--- config.mk ---
export PLATFORM = sky130hd
export DESIGN_NAME = manchester_frame_scheduler
export DESIGN_NICKNAME = d
export VERILOG_FILES = /design/src/rtl/manchester_frame_scheduler.sv
export SDC_FILE = /design/constraint.sdc
export NUM_CORES = 1
export LEC_CHECK = 0
export BUFFER_PORTS_ARGS = -buffer_cell sky130_fd_sc_hd__buf_2
export CAP_MARGIN = 5
export CORE_AREA = 2 2 95 97
export CTS_CLUSTER_DIAMETER = 120
export CTS_CLUSTER_SIZE = 14
export DETAILED_ROUTE_END_ITERATION = 16
export DIE_AREA = 0 0 97 99
export HOLD_SLACK_MARGIN = 0.05
export PLACE_DENSITY = 0.53
export SYNTH_ARGS = -nofsm -noshare
export SYNTH_HDL_FRONTEND = slang
export SYNTH_SLANG_ARGS = --single-unit
--- constraint.sdc ---
create_clock -name aclk -period 2.3 [get_ports aclk]
set_clock_uncertainty 0.05 [all_clocks]
set_input_delay 0 -clock aclk [delete_from_list [all_inputs] [get_ports aclk]]
set_output_delay 0 -clock aclk [all_outputs]
set_load 0.02 [all_outputs]
--- src/rtl/manchester_frame_scheduler.sv ---
// Per-frame round-robin scheduler sharing one Manchester transmit chain
// between several AXI-Stream frame sources. A source keeps the link for a
// whole frame, runaway frames are cut at MAX_BEATS beats (the remainder is
// drained silently) and a fixed idle gap separates consecutive frames.
module manchester_frame_scheduler #(
  parameter int DATA_WIDTH = 8,
  parameter int NUM_SRC    = 4,
  parameter int IFG_CYCLES = 4,
  parameter int MAX_BEATS  = 256
) (
  input  logic                          aclk,
  input  logic                          aresetn,
  input  logic [NUM_SRC*DATA_WIDTH-1:0] s_axis_tdata,
  input  logic [NUM_SRC-1:0]            s_axis_tvalid,
  output logic [NUM_SRC-1:0]            s_axis_tready,
  input  logic [NUM_SRC-1:0]            s_axis_tlast,
  output logic [DATA_WIDTH-1:0]         m_axis_tdata,
  output logic                          m_axis_tvalid,
  input  logic                          m_axis_tready,
  output logic                          m_axis_tlast,
  output logic [1:0]                    grant_id,
  output logic                          busy,
  output logic [15:0]                   trunc_count
);

  typedef enum logic [1:0] {
    ST_IDLE  = 2'd0,
    ST_XFER  = 2'd1,
    ST_DRAIN = 2'd2,
    ST_GAP   = 2'd3
  } state_t;

  // With no gap configured a finished frame returns straight to IDLE.
  localparam bit NO_GAP = (IFG_CYCLES == 0);

  state_t      state_q, state_d;
  logic [1:0]  rr_ptr_q, rr_ptr_d;
  logic [1:0]  grant_id_q, grant_id_d;
  logic [15:0] beat_cnt_q, beat_cnt_d;
  logic [3:0]  gap_cnt_q, gap_cnt_d;
  logic [15:0] trunc_count_q, trunc_count_d;

  logic                  g_valid_s;
  logic                  g_last_s;
  logic [DATA_WIDTH-1:0] g_data_s;
  logic                  forced_last_s;
  logic                  xfer_hs_s;
  state_t                frame_end_state_s;

  // Next source index in ring order.
  function automatic logic [1:0] wrap_inc(input logic [1:0] idx);
    if (32'(idx) == NUM_SRC - 1) begin
      return 2'd0;
    end else begin
      return idx + 2'd1;
    end
  endfunction

  // First requester found walking the ring from ptr.
  function automatic logic [1:0] rr_pick(input logic [1:0] ptr,
                                         input logic [NUM_SRC-1:0] req);
    logic [1:0] idx;
    logic [1:0] pick;
    logic       found;
    idx   = ptr;
    pick  = ptr;
    found = 1'b0;
    for (int k = 0; k < NUM_SRC; k++) begin
      if (!found && req[idx]) begin
        pick  = idx;
        found = 1'b1;
      end
      idx = wrap_inc(idx);
    end
    return pick;
  endfunction

  assign g_valid_s         = s_axis_tvalid[grant_id_q];
  assign g_last_s          = s_axis_tlast[grant_id_q];
  assign g_data_s          = s_axis_tdata[grant_id_q*DATA_WIDTH +: DATA_WIDTH];
  assign forced_last_s     = (beat_cnt_q == 16'(MAX_BEATS - 1));
  assign xfer_hs_s         = (state_q == ST_XFER) && g_valid_s && m_axis_tready;
  assign frame_end_state_s = NO_GAP ? ST_IDLE : ST_GAP;

  assign grant_id    = grant_id_q;
  assign busy        = (state_q != ST_IDLE);
  assign trunc_count = trunc_count_q;

  // Data path: pass the granted source through in XFER, swallow it in DRAIN.
  always_comb begin
    m_axis_tdata  = {DATA_WIDTH{1'b0}};
    m_axis_tvalid = 1'b0;
    m_axis_tlast  = 1'b0;
    s_axis_tready = {NUM_SRC{1'b0}};
    case (state_q)
      ST_XFER: begin
        m_axis_tdata              = g_data_s;
        m_axis_tvalid             = g_valid_s;
        m_axis_tlast              = g_last_s | forced_last_s;
        s_axis_tready[grant_id_q] = m_axis_tready;
      end
      ST_DRAIN: begin
        s_axis_tready[grant_id_q] = 1'b1;
      end
      default: begin
        s_axis_tready = {NUM_SRC{1'b0}};
      end
    endcase
  end

  // Next-state logic for the FSM, pointers and counters.
  always_comb begin
    state_d       = state_q;
    rr_ptr_d      = rr_ptr_q;
    grant_id_d    = grant_id_q;
    beat_cnt_d    = beat_cnt_q;
    gap_cnt_d     = gap_cnt_q;
    trunc_count_d = trunc_count_q;
    case (state_q)
      ST_IDLE: begin
        if (|s_axis_tvalid) begin
          grant_id_d = rr_pick(rr_ptr_q, s_axis_tvalid);
          beat_cnt_d = 16'd0;
          state_d    = ST_XFER;
        end else begin
          state_d = ST_IDLE;
        end
      end
      ST_XFER: begin
        if (xfer_hs_s) begin
          beat_cnt_d = beat_cnt_q + 16'd1;
          // Source tlast wins over the beat limit: a normal end, no count.
          if (g_last_s) begin
            rr_ptr_d  = wrap_inc(grant_id_q);
            gap_cnt_d = 4'd0;
            state_d   = frame_end_state_s;
          end else if (forced_last_s) begin
            if (trunc_count_q != 16'hFFFF) begin
              trunc_count_d = trunc_count_q + 16'd1;
            end else begin
              trunc_count_d = trunc_count_q;
            end
            rr_ptr_d = wrap_inc(grant_id_q);
            state_d  = ST_DRAIN;
          end else begin
            state_d = ST_XFER;
          end
        end else begin
          state_d = ST_XFER;
        end
      end
      ST_DRAIN: begin
        if (g_valid_s && g_last_s) begin
          gap_cnt_d = 4'd0;
          state_d   = frame_end_state_s;
        end else begin
          state_d = ST_DRAIN;
        end
      end
      ST_GAP: begin
        if (gap_cnt_q == 4'(IFG_CYCLES - 1)) begin
          state_d = ST_IDLE;
        end else begin
          gap_cnt_d = gap_cnt_q + 4'd1;
        end
      end
      default: begin
        state_d = ST_IDLE;
      end
    endcase
  end

  // State and counter registers with synchronous active-low reset.
  always_ff @(posedge aclk) begin
    if (!aresetn) begin
      state_q       <= ST_IDLE;
      rr_ptr_q      <= 2'd0;
      grant_id_q    <= 2'd0;
      beat_cnt_q    <= 16'd0;
      gap_cnt_q     <= 4'd0;
      trunc_count_q <= 16'd0;
    end else begin
      state_q       <= state_d;
      rr_ptr_q      <= rr_ptr_d;
      grant_id_q    <= grant_id_d;
      beat_cnt_q    <= beat_cnt_d;
      gap_cnt_q     <= gap_cnt_d;
      trunc_count_q <= trunc_count_d;
    end
  end

endmodule
==> results.py, run 1 <==
metrics = {
    "global_route": {
        "grt_pass1_vias": 2705,
        "grt_max_degree": 23,
        "antenna_found_initial": 0,
        "grt_pass1_wl_um": 12700,
        "overflow": 0,
        "grt.total_usage_pct": 15.7,
    },
    "route": {
        "wl_met1_um": 3480,
        "maxUsedRoutingLayer": "met4",
        "routed_wl_um": 7420,
        "vias_per_cell": 5.08,
        "wl_per_cell_um": 13.7,
        "met3_length_um": 201,
        "ant_nets": 0,
        "wl_met2_um": 3680,
        "num_vias": 2744,
        "dr.first_iter.drc_count": 83,
        "drc_errors": 0,
        "drt_first_pass_iters": 4,
    },
    "setup_path": {
        "critPathCaptureType": "flip-flop",
        "arrival_ns": 2.35,
        "path_max_fanout": 8,
        "r2r_cells": 6,
        "cp_slowest_cell": "mux4_2",
        "startpoint_type": "flip-flop",
        "cp_cell_sequence": "mux4_2, buf_4, a2111oi_4, nand2_2, or4_1, a21boi_0",
        "crit_required_ns": 2.48,
        "critPathKind": "reg -> reg",
        "slowest_delay_ns": 0.55,
    },
    "floorplanning": {
        "die_w_um": 97,
        "core_area_um2": 8550,
        "io_pins": 76,
        "std_cell_rows": 34,
        "fp.dieH_um": 99,
        "die_area_um2": 9600,
        "initial_core_util_pct": 33.9,
    },
    "timing": {
        "worst_hold_slack_ns": 0.283,
        "hold_viol_final": 0,
        "timing.fmax_mhz": 460,
        "rsz0062_at_grt": "no",
        "worst_pin_slew_ns": 0.694,
        "post-route-period-util_pct": 94.6,
        "period_minus_slack_ns": 2.18,
        "setup_viol": 0,
        "max-slew-margin-rel_pct": 53.1,
        "slew_violations": 0,
        "fin_tns_setup_ns": 0,
    },
    "layout": {
        "diodes": 0,
        "layout.nets": 486,
        "drive_gt1_share_pct": 32.2,
        "nFillCells": 861,
        "area_delta_synth_final_pct": 26.5,
    },
    "placed_design": {
        "io_buffers": 75,
        "finalWeightedCongestion": 0.861,
        "dp_hpwl_um": 5620,
    },
    "yosys": {
        "syn_inst": 339,
        "yosysTopAreaCell": "dfxtp_1",
        "yosysTopAreaCellShare_pct": 29.0,
        "synth_edf_count": 0,
        "ys_ff_latch": 42,
        "synth_seq_area_share_pct": 29.0,
        "ys.flop_type": "dfxtp_1",
        "synth.avg_cell_area_um2": 8.55,
        "async_flop_share_pct": 0,
        "yosys-top-cells-area": "dfxtp_1, mux4_2, ha_1",
        "ys_warn_count": 0,
        "netlist_area_um2": 2900,
        "ys_types": 58,
        "synth_fp_nets": 394,
    },
    "cts": {
        "clk_pin_slew_ns": 0.08,
        "cts_max_path_buffers": 2,
        "cts_buffers": 5,
        "cts_tree": "done",
        "htree_levels": 2,
        "insertion_delay_ns": 0.29,
        "cts_root_buffer": "clkbuf_8",
        "cts.sinks": 42,
    },
    "power": {
        "p_per_area_nw_per_um2": 451,
        "p_leak_nw": 1.53,
        "vdd_ir_drop_max_v": 0.000250,
        "p_total_mw": 1.65,
    },
    "job": {
        "cap_violations": 0,
    },
    "hold_path": {
        "hp-class": "in -> reg",
        "min_path_cells": 6,
    },
    "run_status": {
        "status": "finished clean",
    },
}
[placed cells by master, fill, tap and decap left out, drive strengths merged, types with 15 or more instances in the layout]
master and count:
nand2 24, and2 21, inv 15, dfxtp 42, xor2 15, nor2 29, nand3 16, buf 104
[state kept, by name, indices dropped and copies added, names as in the netlist, named ones only]
register     count
state_q          1
rr_ptr_q         2
trunc_count     16
beat_cnt_q      16
grant_id         2
gap_cnt_q        4
[cells by family (layout without fill, tap and decap cells)]
family,after synthesis,after routing,synth area share [%]
AND/OR/NAND/NOR,143,143,26.1
buffers and inverters,35,128,5.09
multiplexers,20,20,11.9
adder cells (fa/ha/maj),12,12,5.18
flip-flops,42,42,29.0
AO/OA/AOI/OAI,66,66,16.4
XOR/XNOR,21,21,6.34
[where the power goes]
part,internal (mW),switching (mW)
Combinational,0.197,0.227
Clock,0.215,0.266
Sequential,0.736,0.0124
[path summary, 6_finish.rpt]
path              slack (ns)              from              to
setup / recovery        0.12       grant_id[0]  trunc_count[6]
setup reg to reg        0.12       grant_id[0]  trunc_count[6]
hold reg to reg         0.43      gap_cnt_q[2]    gap_cnt_q[2]
hold / removal          0.28  s_axis_tvalid[3]     grant_id[1]
[metrics by stage]
stage | std cells | utilization, % | area, µm² | setup slack, ns
5_1_grt | 540 | 42.9 | 3670 | 0.00858
3_3_place_gp | 530 | 41.3 | 3530 | 0.0754
4_1_cts | 539 | 42.4 | 3630 | 0.0120
2_1_floorplan | 339 | - | 2900 | -0.0107
6_report | 540 | 42.9 | 3670 | 0.124
3_5_place_dp | 530 | 41.3 | 3530 | 0.0422
[cells in the mapped netlist, types with 7 or more instances]
cell,count
a21oi_1,12
and2_1,21
clkbuf_1,16
dfxtp_1,42
ha_1,12
inv_1,15
mux4_2,10
nand2_1,23
nand3_1,16
nand4_1,7
nor2_1,29
nor2b_1,7
nor3_1,8
o21ai_0,12
xor2_1,15
[critical path: cells and delay by family (launching register included)]
family	cells	cell delay, ns
AND/OR/NAND/NOR	2	0.58
multiplexers	1	0.55
AO/OA/AOI/OAI	2	0.39
flip-flops	1	0.35
buffers and inverters	1	0.19
[metal layers]
metal | vias up | track usage (%)
met5 | - | 0
met4 | 0 | 3.47
met3 | 4 | 2.84
met2 | 36 | 27.1
met1 | 1292 | 20.6
li1 | 1412 | -
[cell type report]
class                      count  area [µm²]  share of cell area, %
multi-input combinational    262        1940                   52.9
sequential                    42         845                   23.0
timing repair buffer         105         603                   16.5
tap                          108         135                   3.69
clock buffer                   6        72.6                   1.98
inverter                      15        56.3                   1.54
clock inverter                 2        13.8                  0.375
[repair_timing]
item	in CTS	in global routing
endpoints found under the setup margin	0	13
endpoints found under the hold margin	3	0
hold buffers	1	0
gates resized for setup	0	8
setup buffers	0	1
Power figures use the tool's default switching activity.
==> run 2: changes to the inputs <==
- CORE_AREA: 2 2 95 97 -> 2 2 90 101
- CTS_BUF_LIST: default -> sky130_fd_sc_hd__clkbuf_8
- DIE_AREA: 0 0 97 99 -> 0 0 92 103
- PLACE_DENSITY: 0.53 -> 0.54
==> run 2 against run 1 <==
Against the previous run: final area increased by 0.48%; sequential power is essentially flat; critical path depth unchanged; setup slack gained 0.0062 ns; final cell count unchanged; combinational power is 2% lower; highest routed layer unchanged; largest power group unchanged; global-route usage up 0.38 points; non-clock buffer count decreased by 7; clock power increased by 48%; fmax grew 0.29%.
==> results.py, run 2 (synthesis gave the netlist of run 1 again) <==
metrics = {
    "run_status": {
        "status": "finished clean",
    },
    "timing": {
        "layout_setup_ws_ns": 0.130,
        "setup_viol": 0,
        "rsz0062_at_grt": "no",
        "fin_tns_setup_ns": 0,
        "period_minus_slack_ns": 2.17,
        "hold_viol_final": 0,
        "max-slew-margin-rel_pct": 47.7,
        "post-route-period-util_pct": 94.3,
        "timing.fmax_mhz": 461,
        "worst_pin_slew_ns": 0.775,
        "slew_violations": 0,
    },
    "route": {
        "drc_errors": 0,
        "num_vias": 2775,
        "routed_wl_um": 7440,
        "ant_nets": 0,
        "dr.first_iter.drc_count": 110,
        "wl_per_cell_um": 13.8,
        "vias_per_cell": 5.14,
        "drt_first_pass_iters": 4,
    },
    "setup_path": {
        "reg2reg_to": "trunc_count[8]",
        "arrival_ns": 2.35,
        "cpLargestDelayFamily": "simple AND/OR/NAND/NOR gates",
        "r2r_slack_ns": 0.13,
        "critPathCaptureType": "flip-flop",
        "critPathKind": "reg -> reg",
        "cp_num_buf_inv": 1,
        "cp_cell_sequence": "mux4_2, buf_4, a2111oi_4, nand2_2, or4_1, a21boi_1",
        "cp_slowest_cell": "mux4_2",
        "crit_required_ns": 2.48,
        "slowest_delay_ns": 0.55,
        "path_max_fanout": 5,
        "r2r_cells": 6,
        "startpoint_type": "flip-flop",
        "r2r-start": "grant_id[0]",
    },
    "hold_path": {
        "min_from": "m_axis_tready",
        "min_to": "beat_cnt_q[0]",
        "hp-class": "in -> reg",
        "min_path_cells": 6,
    },
    "cts": {
        "htree_levels": 2,
        "cts_root_buffer": "clkbuf_8",
        "insertion_delay_ns": 0.30,
        "cts_buffers": 5,
        "cts.sinks": 42,
        "clk_pin_slew_ns": 0.08,
        "cts_max_path_buffers": 2,
        "cts_tree": "done",
    },
    "power": {
        "p_leak_nw": 1.52,
        "p_per_area_nw_per_um2": 509,
        "vdd_ir_drop_max_v": 0.000236,
    },
    "global_route": {
        "antenna_found_initial": 0,
        "grt.total_usage_pct": 16.1,
        "grt_max_degree": 26,
        "grt_pass1_vias": 2728,
        "grt_pass1_wl_um": 12600,
        "overflow": 0,
    },
    "layout": {
        "final_common_cell": "buf_2",
        "post-route-util_pct": 43.0,
        "postLayoutCellArea_um2": 3680,
        "layout.nets": 480,
        "diodes": 0,
        "drive_gt1_share_pct": 31.7,
        "final_cell_mix": "buf_2, dfxtp_1, nor2_1, nand2_1, buf_4",
        "area_delta_synth_final_pct": 27.1,
    },
    "placed_design": {
        "dp_hpwl_um": 5640,
        "dp_slack_ns": 0.0377,
        "io_buffers": 75,
        "finalWeightedCongestion": 0.814,
        "dpl_cell_area_um2": 3490,
    },
    "floorplanning": {
        "fp.dieH_um": 103,
        "std_cell_rows": 36,
        "initial_core_util_pct": 33.9,
        "core_area_um2": 8560,
        "die_area_um2": 9480,
        "die_w_um": 92,
        "io_pins": 76,
    },
    "job": {
        "cap_violations": 0,
    },
}
-- run 2: how the worst max path moves through the flow --
stage / from / endpoint / slack [ns] / depth (start not counted)
floorplan: grant_id[0] / trunc_count[14] / -0.01 / 7
global placement: trunc_count[5] / trunc_count[14] / 0.07 / 6
detailed placement: beat_cnt_q[13] / trunc_count[12] / 0.04 / 6
CTS: beat_cnt_q[13] / trunc_count[12] / 0.009 / 6
global route: grant_id[0] / trunc_count[5] / 0.003 / 6
finish: grant_id[0] / trunc_count[8] / 0.13 / 6
-- run 2: through the flow --
stage,hold slack [ns],std cells,total power [mW]
final,0.279,540,1.87
after global routing,0.346,540,1.97
after detailed placement,0.316,529,1.18
after floorplan,0.292,339,1.05
after CTS,0.279,538,1.90
after global placement,0.318,529,1.17
-- run 2: layout make-up --
class	instances	area [µm²]
Clock inverter	3	68.8
Clock buffer	5	68.8
Timing Repair Buffer	98	551
Multi-Input combinational cell	263	1950
Inverter	15	56.3
Fill cell	892	4870
Tap cell	114	143
Sequential cell	42	846
-- run 2: power breakdown --
part,switching [mW],internal (mW)
Sequential,0.0129,0.736
Combinational,0.224,0.190
Clock,0.277,0.435
-- run 2: layer usage --
layer  track usage [%]  share of wire [%]  vias to the layer above  routed length (µm)
met5                 0                  0                        -                   0
met4              4.94                1.5                        0                 110
met3              2.63                2.3                       10                 174
met2              27.6                 49                       34                3630
met1              20.9                 47                     1325                3530
li1                  -                  -                     1406                   -
-- run 2: tightest hold or removal path, cell delays in order --
cell and delay (ns):
buf_2 0.12, nand2_1 0.08, o22ai_1 0.09, nand2_1 0.09
mux2i_1 0.06, and2_1 0.14
-- run 2: repair_timing --
action,4_1_cts,5_1_grt
setup buffers,0,1
setup endpoints to repair,0,12
hold buffers,1,0
resized for setup,0,12
hold endpoints to repair,9,0
==> run 3: changes to the inputs <==
- PLACE_DENSITY: 0.54 -> 0.63
==> run 3 against run 2 <==
Against the previous run: combinational power barely moved; critical path type unchanged; hold slack got worse by 0.0097 ns; core utilization down 0.72 points; highest routed layer unchanged; largest power group unchanged; critical path depth up 1; flip-flop and latch count stayed put.
==> results.py, run 3 (synthesis gave the netlist of run 1 again) <==
metrics = {
    "run_status": {
        "status": "finished clean",
    },
    "floorplanning": {
        "core_area_um2": 8560,
        "std_cell_rows": 36,
        "io_pins": 76,
        "initial_core_util_pct": 33.9,
        "fp.dieH_um": 103,
        "die_area_um2": 9480,
        "die_w_um": 92,
    },
    "placed_design": {
        "dp_hpwl_um": 5630,
        "dpl_cell_area_um2": 3490,
        "io_buffers": 75,
        "finalWeightedCongestion": 0.859,
    },
    "layout": {
        "drive_gt1_share_pct": 30.9,
        "layout.nets": 478,
        "postLayoutCellArea_um2": 3620,
        "final_cell_mix": "buf_2, dfxtp_1, nor2_1, nand2_1",
        "diodes": 0,
        "area_delta_synth_final_pct": 24.9,
        "post-route-util_pct": 42.3,
        "final_common_cell": "buf_2",
    },
    "power": {
        "vdd_ir_drop_max_v": 0.000260,
        "p_seq_share_pct": 44.7,
        "intPower_mw": 1.17,
        "p_clk_share_pct": 30.6,
        "p_sw_mw": 0.507,
        "p_leak_nw": 1.49,
        "p_per_area_nw_per_um2": 462,
        "switching_share_pct": 30.3,
        "comb_power_share_pct": 24.7,
    },
    "setup_path": {
        "arrival_ns": 2.36,
        "r2r_cells": 7,
        "path_max_fanout": 13,
        "slowest_delay_ns": 0.55,
        "cp_cell_sequence": "buf_4, mux4_2, a21boi_0, a2bb2oi_1, or2_2, a21oi_1, o22ai_1",
        "cp_slowest_cell": "mux4_2",
        "crit_required_ns": 2.48,
        "critPathKind": "reg -> reg",
        "critPathCaptureType": "flip-flop",
        "r2r_slack_ns": 0.12,
        "startpoint_type": "flip-flop",
        "reg2reg_to": "gap_cnt_q[1]",
        "r2r-start": "grant_id[1]",
    },
    "cts": {
        "cts_buffers": 5,
        "cts_max_path_buffers": 2,
        "cts.sinks": 42,
        "cts_root_buffer": "clkbuf_8",
        "insertion_delay_ns": 0.30,
        "cts_tree": "done",
        "htree_levels": 2,
        "clk_pin_slew_ns": 0.08,
    },
    "job": {
        "cap_violations": 0,
    },
    "hold_path": {
        "min_from": "m_axis_tready",
        "min_to": "beat_cnt_q[0]",
        "min_path_cells": 6,
        "hp-class": "in -> reg",
    },
    "route": {
        "routed_wl_um": 7390,
        "drt_first_pass_iters": 6,
        "num_vias": 2806,
        "ant_nets": 0,
        "drc_errors": 0,
        "dr.first_iter.drc_count": 121,
        "wl_per_cell_um": 13.7,
        "vias_per_cell": 5.22,
    },
    "timing": {
        "timing.fmax_mhz": 459,
        "max-slew-margin-rel_pct": 54.9,
        "worst_pin_slew_ns": 0.667,
        "period_minus_slack_ns": 2.18,
        "slew_violations": 0,
        "post-route-period-util_pct": 94.8,
        "hold_viol_final": 0,
        "rsz0062_at_grt": "no",
        "setup_viol": 0,
    },
    "global_route": {
        "antenna_found_initial": 0,
        "grt_max_degree": 26,
        "overflow": 0,
        "grt.total_usage_pct": 15.8,
        "grt_pass1_wl_um": 12300,
        "grt_pass1_vias": 2653,
    },
}
-- run 3: routing by layer --
layer	part of all wire, %	GRT usage (%)	up-vias
met5	0	0	-
met4	1.1	4.02	0
li1	-	-	1398
met1	46	19.7	1343
met2	49	28.3	58
met3	4.1	3.14	7
-- run 3: through the flow --
stage	instances	total power, mW	setup TNS (ns)	worst slack, ns	hold slack [ns]
after floorplan	339	1.05	-0.0259	-0.0107	0.292
after global placement	529	1.17	0	0.0713	0.311
after detailed placement	529	1.18	-0.0240	-0.0240	0.317
after CTS	538	1.69	0	0.00935	0.269
after global routing	538	1.75	0	0.00321	0.319
final	538	1.67	0	0.121	0.270
-- run 3: worst max-delay path: cells and delay by family (launching register included) --
| family | cells | cell delay, ns |
|---|---|---|
| mux | 1 | 0.55 |
| flops | 1 | 0.45 |
| buf+inv | 1 | 0.26 |
| simple gates | 1 | 0.17 |
| compound gates | 4 | 0.63 |
-- run 3: final cells by class --
class	instances	area, µm²
clock buffer	6	82.6
clock inverter	2	12.5
sequential	42	845
inverter	15	56.3
tap	114	143
multi-input combinational	262	1940
timing repair buffer	97	543
fill	871	4940
-- run 3: how the worst max path moves through the flow --
stage,from,endpoint,slack (ns),cells past startpoint
final,grant_id[1],gap_cnt_q[1],0.12,7
after global routing,grant_id[0],trunc_count[6],0.003,5
after CTS,trunc_count[5],trunc_count[15],0.009,6
after detailed placement,trunc_count[5],trunc_count[14],-0.02,6
after global placement,trunc_count[5],trunc_count[12],0.07,6
after floorplan,grant_id[0],trunc_count[14],-0.01,7
-- run 3: power groups by stage --
stage | sequential, mW | clock, mW | combinational [mW]
after floorplan | 0.767 | 0 | 0.278
after global placement | 0.765 | 0 | 0.404
after detailed placement | 0.765 | 0 | 0.410
after CTS | 0.748 | 0.534 | 0.413
after global routing | 0.750 | 0.553 | 0.451
final | 0.748 | 0.512 | 0.413
-- run 3: what timing repair did --
action | 4_1_cts | 5_1_grt
pin swaps | 0 | 0
setup buffers | 0 | 0
hold endpoints to repair | 8 | 0
endpoints found under the setup margin | 1 | 9
resized for setup | 2 | 5
hold buffers | 1 | 0
